===== src/rtl/pe_pkg.sv =====
// Shared types for the PE sequencing controller: FSM state encoding, operand/result
// typedefs at the default widths, and the job length check.
package pe_pkg;

  localparam int DATA_W_DEF = 8;
  localparam int ACC_W_DEF  = 32;
  localparam int LEN_W      = 5;

  typedef enum logic [2:0] {
    IDLE,
    CLEAR,
    FETCH,
    ISSUE,
    WAIT_DONE,
    WAIT_LOW,
    RESULT
  } state_t;

  typedef logic signed [DATA_W_DEF-1:0] operand_t;
  typedef logic signed [ACC_W_DEF-1:0]  result_t;

  typedef struct packed {
    operand_t a;
    operand_t b;
  } pair_t;

  // A job must carry at least one pair and no more than the controller can count.
  function automatic logic len_ok(input logic [LEN_W-1:0] l,
                                  input logic [LEN_W-1:0] max_len);
    return (l != '0) && (l <= max_len);
  endfunction

endpackage


===== src/rtl/pe_tmo_cnt.sv =====
// Loadable down-counter with expiry flag; bounds how long the controller waits on pe_done.
module pe_tmo_cnt #(
  parameter int W = 7
) (
  input  logic         clk,
  input  logic         reset,
  input  logic         load,
  input  logic [W-1:0] load_val,
  input  logic         en,
  output logic         expired
);

  logic [W-1:0] count;

  always_ff @(posedge clk) begin
    if (reset) begin
      count <= '0;
    end else if (load) begin
      count <= load_val;
    end else if (en && (count != '0)) begin
      count <= count - W'(1);
    end
  end

  assign expired = (count == '0);

endmodule


===== src/rtl/pe_seq_ctrl.sv =====
// Sequences one dot-product job through an external PE: clear, then fetch/issue/wait per pair,
// then hold the result until the consumer takes it.
//
//   state     | meaning
//   IDLE      | waiting for start; len checked here
//   CLEAR     | one-cycle pe_clear, pair counter reset
//   FETCH     | src_ready high, waiting for an operand pair
//   ISSUE     | one-cycle pe_valid with pe_a/pe_b
//   WAIT_DONE | waiting for pe_done high (bounded)
//   WAIT_LOW  | waiting for pe_done to drop (bounded)
//   RESULT    | res_valid high until res_ready
module pe_seq_ctrl
  import pe_pkg::*;
#(
  parameter int DATA_W   = DATA_W_DEF,
  parameter int ACC_W    = ACC_W_DEF,
  parameter int MAX_LEN  = 16,
  parameter int DONE_TMO = 64
) (
  input  logic              clk,
  input  logic              reset,
  input  logic              start,
  input  logic [4:0]        len,
  output logic              busy,
  input  logic              src_valid,
  input  logic [DATA_W-1:0] src_a,
  input  logic [DATA_W-1:0] src_b,
  output logic              src_ready,
  output logic              pe_clear,
  output logic              pe_valid,
  output logic [DATA_W-1:0] pe_a,
  output logic [DATA_W-1:0] pe_b,
  input  logic              pe_done,
  input  logic [ACC_W-1:0]  pe_y,
  output logic              res_valid,
  input  logic              res_ready,
  output logic [ACC_W-1:0]  res_y,
  output logic              res_err
);

  localparam int              TMO_W     = $clog2(DONE_TMO + 1);
  localparam logic [LEN_W-1:0] MAX_LEN_V = LEN_W'(MAX_LEN);
  // Loaded one cycle before each wait state so the wait lasts exactly DONE_TMO cycles.
  localparam logic [TMO_W-1:0] TMO_LOAD  = TMO_W'(DONE_TMO - 1);

  state_t           state;
  state_t           state_nx;
  logic [LEN_W-1:0] len_q;
  logic [LEN_W-1:0] cnt;
  logic [LEN_W-1:0] cnt_inc;
  logic             tmo_load;
  logic             tmo_en;
  logic             tmo_expired;

  assign cnt_inc  = cnt + LEN_W'(1);
  assign tmo_load = (state == ISSUE) || ((state == WAIT_DONE) && pe_done);
  assign tmo_en   = (state == WAIT_DONE) || (state == WAIT_LOW);

  pe_tmo_cnt #(
    .W(TMO_W)
  ) u_tmo (
    .clk      (clk),
    .reset    (reset),
    .load     (tmo_load),
    .load_val (TMO_LOAD),
    .en       (tmo_en),
    .expired  (tmo_expired)
  );

  always_comb begin
    state_nx = state;
    case (state)
      IDLE: begin
        if (start) begin
          state_nx = len_ok(len, MAX_LEN_V) ? CLEAR : RESULT;
        end
      end
      CLEAR: state_nx = FETCH;
      FETCH: begin
        if (src_valid) begin
          state_nx = ISSUE;
        end
      end
      ISSUE: state_nx = WAIT_DONE;
      WAIT_DONE: begin
        if (pe_done) begin
          state_nx = WAIT_LOW;
        end else if (tmo_expired) begin
          state_nx = RESULT;
        end
      end
      WAIT_LOW: begin
        if (!pe_done) begin
          state_nx = (cnt < len_q) ? FETCH : RESULT;
        end else if (tmo_expired) begin
          state_nx = RESULT;
        end
      end
      RESULT: begin
        if (res_ready) begin
          state_nx = IDLE;
        end
      end
      default: state_nx = IDLE;
    endcase
  end

  always_ff @(posedge clk) begin
    if (reset) begin
      state   <= IDLE;
      len_q   <= '0;
      cnt     <= '0;
      pe_a    <= '0;
      pe_b    <= '0;
      res_y   <= '0;
      res_err <= 1'b0;
    end else begin
      state <= state_nx;
      case (state)
        IDLE: begin
          if (start) begin
            len_q   <= len;
            res_y   <= '0;
            res_err <= !len_ok(len, MAX_LEN_V);
          end
        end
        CLEAR: cnt <= '0;
        FETCH: begin
          if (src_valid) begin
            pe_a <= src_a;
            pe_b <= src_b;
          end
        end
        WAIT_DONE: begin
          if (pe_done) begin
            cnt <= cnt_inc;
            if (cnt_inc == len_q) begin
              res_y <= pe_y;
            end
          end else if (tmo_expired) begin
            res_y   <= '0;
            res_err <= 1'b1;
          end
        end
        WAIT_LOW: begin
          if (pe_done && tmo_expired) begin
            res_y   <= '0;
            res_err <= 1'b1;
          end
        end
        default: ;
      endcase
    end
  end

  assign busy      = (state != IDLE);
  assign src_ready = (state == FETCH);
  assign pe_clear  = (state == CLEAR);
  assign pe_valid  = (state == ISSUE);
  assign res_valid = (state == RESULT);

endmodule


===== config.mk =====
export PLATFORM = sky130hd
export DESIGN_NAME = pe_seq_ctrl
export DESIGN_NICKNAME = d
export VERILOG_FILES = /design/src/rtl/pe_pkg.sv /design/src/rtl/pe_tmo_cnt.sv /design/src/rtl/pe_seq_ctrl.sv
export SDC_FILE = /design/constraint.sdc
export NUM_CORES = 1
export LEC_CHECK = 0
export ABC_AREA = 1
export CAP_MARGIN = 30
export CORE_UTILIZATION = 33
export CTS_CLUSTER_DIAMETER = 200
export DETAILED_ROUTE_END_ITERATION = 10
export PLACE_DENSITY = 0.56
export SYNTH_ARGS = -nofsm -noshare
export SYNTH_HDL_FRONTEND = slang
export SYNTH_HIERARCHICAL = 1
export SYNTH_SLANG_ARGS = --single-unit

===== constraint.sdc =====
create_clock -name clk -period 2.4 [get_ports clk]
set_input_delay 0.48 -clock clk [delete_from_list [all_inputs] [get_ports clk]]
set_output_delay 0.48 -clock clk [all_outputs]
set_load 0.1 [all_outputs]

==> results of run 1 <==
through the flow:
step | instance area, sq um | std cells | worst slack [ns] | utilization [%]
floorplan | 3610 | 572 | 0.0751 | -
global placement | 4830 | 811 | 0.0513 | 46.3
detailed placement | 4830 | 811 | 0.0280 | 46.3
CTS | 5080 | 827 | 0.105 | 48.8
global route | 5100 | 828 | 0.0200 | 49.0
finish | 5100 | 828 | 0.217 | 49.0
state kept, by name, indices dropped and copies added (netlist names):
name and count:
len_q 5, state 3, pe_a 8, cnt 5
res_y 32, pe_b 8, u_tmo/count 7, res_err 1
cells by family after synthesis:
logic type	Yosys count
other cells	2
fa+ha+maj	7
buf+inv	83
compound gates	63
flops	69
simple gates	343
cell type report:
cell class | instances | area share, %
Sequential cell | 69 | 27.1
Timing Repair Buffer | 128 | 22.9
Inverter | 59 | 4.34
Tap cell | 136 | 3.34
Clock inverter | 5 | 2.09
Clock buffer | 11 | 2.97
Multi-Input combinational cell | 420 | 37.3
worst register-to-register path, stage by stage (launching register included):
cell and delay, ns:
dfxtp_1 0.34, inv_2 0.09, ha_2 0.22, nand2_2 0.07
nor2_2 0.13, nand2_4 0.10, inv_2 0.12, a31oi_2 0.14
nor3_4 0.34, buf_4 0.19, buf_12 0.14, nand3_1 0.09
nand2_1 0.08, nor2_1 0.04
what timing repair did:
item / in CTS / in global routing
gates resized for setup: 0 / 4
setup endpoints to repair: 0 / 31
buffers inserted: 0 / 1
Yosys cell counts (6+ instances only):
library cell	count
nor3_1	7
ha_1	7
inv_1	55
nor2_1	138
dfxtp_1	69
clkbuf_1	13
buf_2	8
a21oi_1	34
nand3_1	39
nand4_1	6
o21ai_0	25
nand2_1	136
final timing paths:
kind | slack (ns) | endpoint | from | cells after the start
worst max register to register | 0.22 | res_y[15] | u_tmo/count[0] | 13
worst max-delay path | 0.22 | res_y[15] | u_tmo/count[0] | 13
worst min register to register | 0.49 | pe_b[0] | pe_b[0] | 2
worst min-delay path | 0.49 | pe_b[0] | pe_b[0] | 2
metal layers:
layer  up-vias  share of wire, %  global-route usage (%)
met4         0               1.7                    5.65
met3        15               5.6                    6.32
met2        76                47                    31.6
met5         -                 0                       0
li1       2000                 -                       -
met1      1708                45                    22.1
==> results.ini, run 1 <==
[global_route]
track_usage_pct=18.6
antenna_found_initial=0
grt_max_degree=37
grt_pass1_wl_microns=16900
grt_overflow=0
grt_pass1_vias=3764

[drt]
vias=3799
vias_per_cell=4.59
route.detailed.drc=0
drtIter0Drc=155
wire_per_inst_microns=11.9
dr.pass1.iters=4
ant_nets=0
routed_wl_microns=9860

[placement]
io_buffers=112
dp_hpwl_microns=7240
place_congestion=0.836

[yosys]
yosysSeqAreaShare_pct=38.7
synth_cells=567
netlist_top_cells_area=dfxtp_1, nor2_1, nand2_1
synthSimpleGateAreaFrac_pct=40.3
synth_compound_area_share_pct=9.04
synth_edf_count=0
synth_largest_area_cell=dfxtp_1
synthXorXnorAreaFrac_pct=0
synthFlopType=dfxtp_1
synth_fa_ha_area_share_pct=2.45
synth_cell_types=28
synth_top_area_share_pct=38.7
async_flop_share_pct=0
synthMuxAreaShare_pct=0
syn_avg_cell_area_sq_um=6.30
synth_seq_cells=69
netlist_area_sq_um=3570
synth_top_family_by_area=simple AND/OR/NAND/NOR gates
yosys_warnings=6

[floorplanning]
die_y_microns=106
die_w_microns=106
rows=37
io_pins=113
die-area_sq_um=11200
core_area_sq_um=10400
initial_core_util_pct=34.3

[clock_tree]
clk_path_buf_depth=2
cts_root_buf=clkbuf_8
cts_tree=yes
numCtsBuffers=9
cts_htree_levels=3
hold_buffers=0
worstSkewPairLatency_ns=0.35
cts_sinks=69
clk_pin_slew_worst_paths_ns=0.08

[sta]
setup_viol_count_final=0
grt_setup_unrepaired=false
tightest_slew_ns=0.524
post-route-period-util_pct=90.9
period_minus_slack_ns=2.18
maxSlewHeadroom_pct=65.1
finalHoldViolCount=0
slew_viol_final=0
clock_skew_ns=0.00478
fmax_mhz=458
hold_slack_ns=0.486
setup_tns_ns=0

[layout]
diodes=0
syn_to_final_growth_pct=42.8
nFillCells=1081
finalNetCount=753
drive_gt1_share_pct=15.8
multi_input_area_sq_um=1900
layout_commonest_cell=nor2_1
final_cell_mix=nor2_1, nand2_1, dfxtp_1
final-seq-area_sq_um=1380

[outcome]
status=finished clean

[worst_setup_path]
slowest_delay_ns=0.34
path_class=reg2reg
cp_max_fo=18
worstPathCellList=inv_2 > ha_2 > nand2_2 > nor2_2 > nand2_4 > inv_2 > a31oi_2 > nor3_4 > buf_4 > buf_12 > nand3_1 > nand2_1 > nor2_1
cp-end-kind=register
crit_slowest_cell=dfxtp_1
worst_path_most_repeated_cell=inv_2
cp.required_ns=2.65
critPathLaunchType=register
critPathBufInv=4
arrival_ns=2.43
critPathTopFamily=simple AND/OR/NAND/NOR gates

[flow_run]
max-cap-violations=0

[worst_hold_path]
hold_class=reg2reg

Power of run 1 is left out: the tool's default activity adds up to more than one toggle a clock period on the data nets, which glitch-free logic cannot reach.
==> run 2, diff against run 1 <==
--- a/config.mk
+++ b/config.mk
@@ -10,7 +10,8 @@
 export CORE_UTILIZATION = 33
 export CTS_CLUSTER_DIAMETER = 200
 export DETAILED_ROUTE_END_ITERATION = 10
-export PLACE_DENSITY = 0.56
+export MAX_ROUTING_LAYER = met4
+export PLACE_DENSITY = 0.58
 export SYNTH_ARGS = -nofsm -noshare
 export SYNTH_HDL_FRONTEND = slang
 export SYNTH_HIERARCHICAL = 1
==> constraint.sdc (replaced) <==
create_clock -name clk -period 1.9 [get_ports clk]
set_input_delay 0.38 -clock clk [delete_from_list [all_inputs] [get_ports clk]]
set_output_delay 0.38 -clock clk [all_outputs]
set_load 0.1 [all_outputs]
==> run 2 against run 1 <==
Final cell count grew 3.3%. Sequential cell count unchanged. Sequential share of layout area is 2.6 points lower. Die area stayed put. Global-route usage fell by 0.98 points. Worst hold slack improved by 0.0069 ns. Register-to-register slack got worse by 0.13 ns.
==> results.ini, run 2 (synthesis gave the netlist of run 1 again) <==
[outcome]
status=finished clean

[global_route]
grt_overflow=0  ; unchanged
antenna_found_initial=0  ; unchanged
grt_pass1_vias=3523  ; -6.4%
grt_pass1_wl_microns=15600  ; -7.6%
track_usage_pct=17.7  ; -0.98 points
grt_max_degree=52  ; +41%

[clock_tree]
clk_path_buf_depth=2  ; unchanged
cts_htree_levels=3  ; unchanged
clk_pin_slew_worst_paths_ns=0.08  ; about the same
cts_sinks=69  ; unchanged
numCtsBuffers=9  ; unchanged
worstSkewPairLatency_ns=0.34  ; about the same
cts_tree=yes
cts_root_buf=clkbuf_8

[floorplanning]
initial_core_util_pct=34.3  ; unchanged
die_w_microns=106  ; unchanged
die-area_sq_um=11200  ; unchanged
core_area_sq_um=10400  ; unchanged
die_y_microns=106  ; unchanged
io_pins=113  ; unchanged
rows=37  ; unchanged

[layout]
finalNetCount=780  ; +3.6%
syn_to_final_growth_pct=59.3
largest_register=res_y
reg_top3=res_y: 32 flops, pe_a: 8 flops, pe_b: 8 flops
layout_commonest_cell=nor2_1
fin_cells=855  ; +3.3%
drive_gt1_share_pct=25.5  ; +9.7 points
diodes=0  ; unchanged
final_cell_mix=nor2_1, nand2_1, buf_4
post-route-util_pct=54.6  ; +5.7 points
largest_reg_flops=32  ; unchanged

[sta]
fmax_mhz=551  ; +20%
period_minus_slack_ns=1.81  ; -0.369 ns
clock_skew_ns=0.0141  ; +0.00934 ns
post-route-period-util_pct=95.4  ; +4.5 points
slew_viol_final=0  ; unchanged
finalHoldViolCount=0  ; unchanged
grt_setup_unrepaired=true
setup_tns_ns=0  ; unchanged
hold_slack_ns=0.493  ; +0.00689 ns
setup_viol_count_final=0  ; unchanged

[worst_setup_path]
critPathLaunchType=register
path_class=reg2reg
arrival_ns=2.05  ; -0.38 ns
crit_slowest_cell=dfxtp_4
worstPathCellList=inv_2 > ha_4 > inv_2 > nand2_2 > nor2_2 > nand3_2 > nor2_4 > nand3_4 > nand2_8 > clkbuf_16 > nand3_2 > nand2_1 > nor2_1
slowest_delay_ns=0.39  ; +0.05 ns
cp_max_fo=6  ; -12
reg2regPathDepth=13  ; unchanged
cp-end-kind=register
cp.required_ns=2.14  ; -0.51 ns

[worst_hold_path]
worst_hold_path.num_cells=2  ; unchanged
hold_class=reg2reg

[drt]
dr.pass1.iters=5  ; +1
vias_per_cell=4.67  ; +1.7%
ant_nets=0  ; unchanged
drtIter0Drc=161  ; +3.9%
wire_per_inst_microns=12.2  ; +2.2%
routed_wl_microns=10400  ; +5.5%
route.detailed.drc=0  ; unchanged
vias=3989  ; +5.0%

[placement]
place_congestion=0.846  ; +1.2%
io_buffers=112  ; unchanged
placedCellCount=828  ; +2.1%
dp_hpwl_microns=6960  ; -3.7%

[flow_run]
max-cap-violations=0  ; unchanged

-- run 2: final timing paths --
check                           startpoint  endpoint  slack (ns)
worst max register to register      cnt[0]  res_y[1]        0.09
worst min-delay path               pe_a[5]   pe_a[5]        0.49
worst min register to register     pe_a[5]   pe_a[5]        0.49
worst max-delay path                cnt[0]  res_y[1]        0.09
-- run 2: metal layers --
layer / track usage, % / vias to the layer above / routed length, microns
met5: - / - / 0
met4: 6.65 / 0 / 124
met3: 3.19 / 12 / 491
met2: 29.6 / 105 / 5050
met1: 21.1 / 1803 / 4740
li1: - / 2069 / -
-- run 2: metrics by stage --
stage               cell area, sq um  worst slack [ns]
global route                    5690           -0.0301
finish                          5690            0.0867
detailed placement              5060            -0.191
CTS                             5310           0.00183
floorplan                       3690            -0.151
global placement                5060           -0.0836
-- run 2: timing repair --
action                     in CTS  in global routing
hold buffers                    0                  0
hold endpoints to repair        0                  0
pin swaps                       1                 13
cloned                          0                  9
setup endpoints to repair      22                 34
gates resized for setup         3                 49
buffers inserted                2                  0
-- run 2: cell type report --
type / instances / area, sq um
clock buffer: 11 / 163
clock inverter: 5 / 63.8
fill: 1007 / 4730
inverter: 59 / 230
multi-input combinational: 423 / 2170
sequential: 69 / 1390
tap: 136 / 170
timing repair buffer: 152 / 1500
-- run 2: critical path: cells and delay by family, from the launching register on --
kind          cells  cell delay (ns)
flops             1             0.39
fa+ha+maj         1             0.23
simple gates      9             0.83
buf+inv           3             0.25
Power of run 2 is left out for the same reason.
==> run 3, diff against run 2 <==
--- a/config.mk
+++ b/config.mk
@@ -6,6 +6,7 @@
 export NUM_CORES = 1
 export LEC_CHECK = 0
 export ABC_AREA = 1
+export ABC_CLOCK_PERIOD_IN_PS = 1900
 export CAP_MARGIN = 30
 export CORE_UTILIZATION = 33
 export CTS_CLUSTER_DIAMETER = 200
==> results of run 3 <==
The final DEF is identical to that of run 2; final timing and power are the same.
Power of run 3 is left out for the same reason.
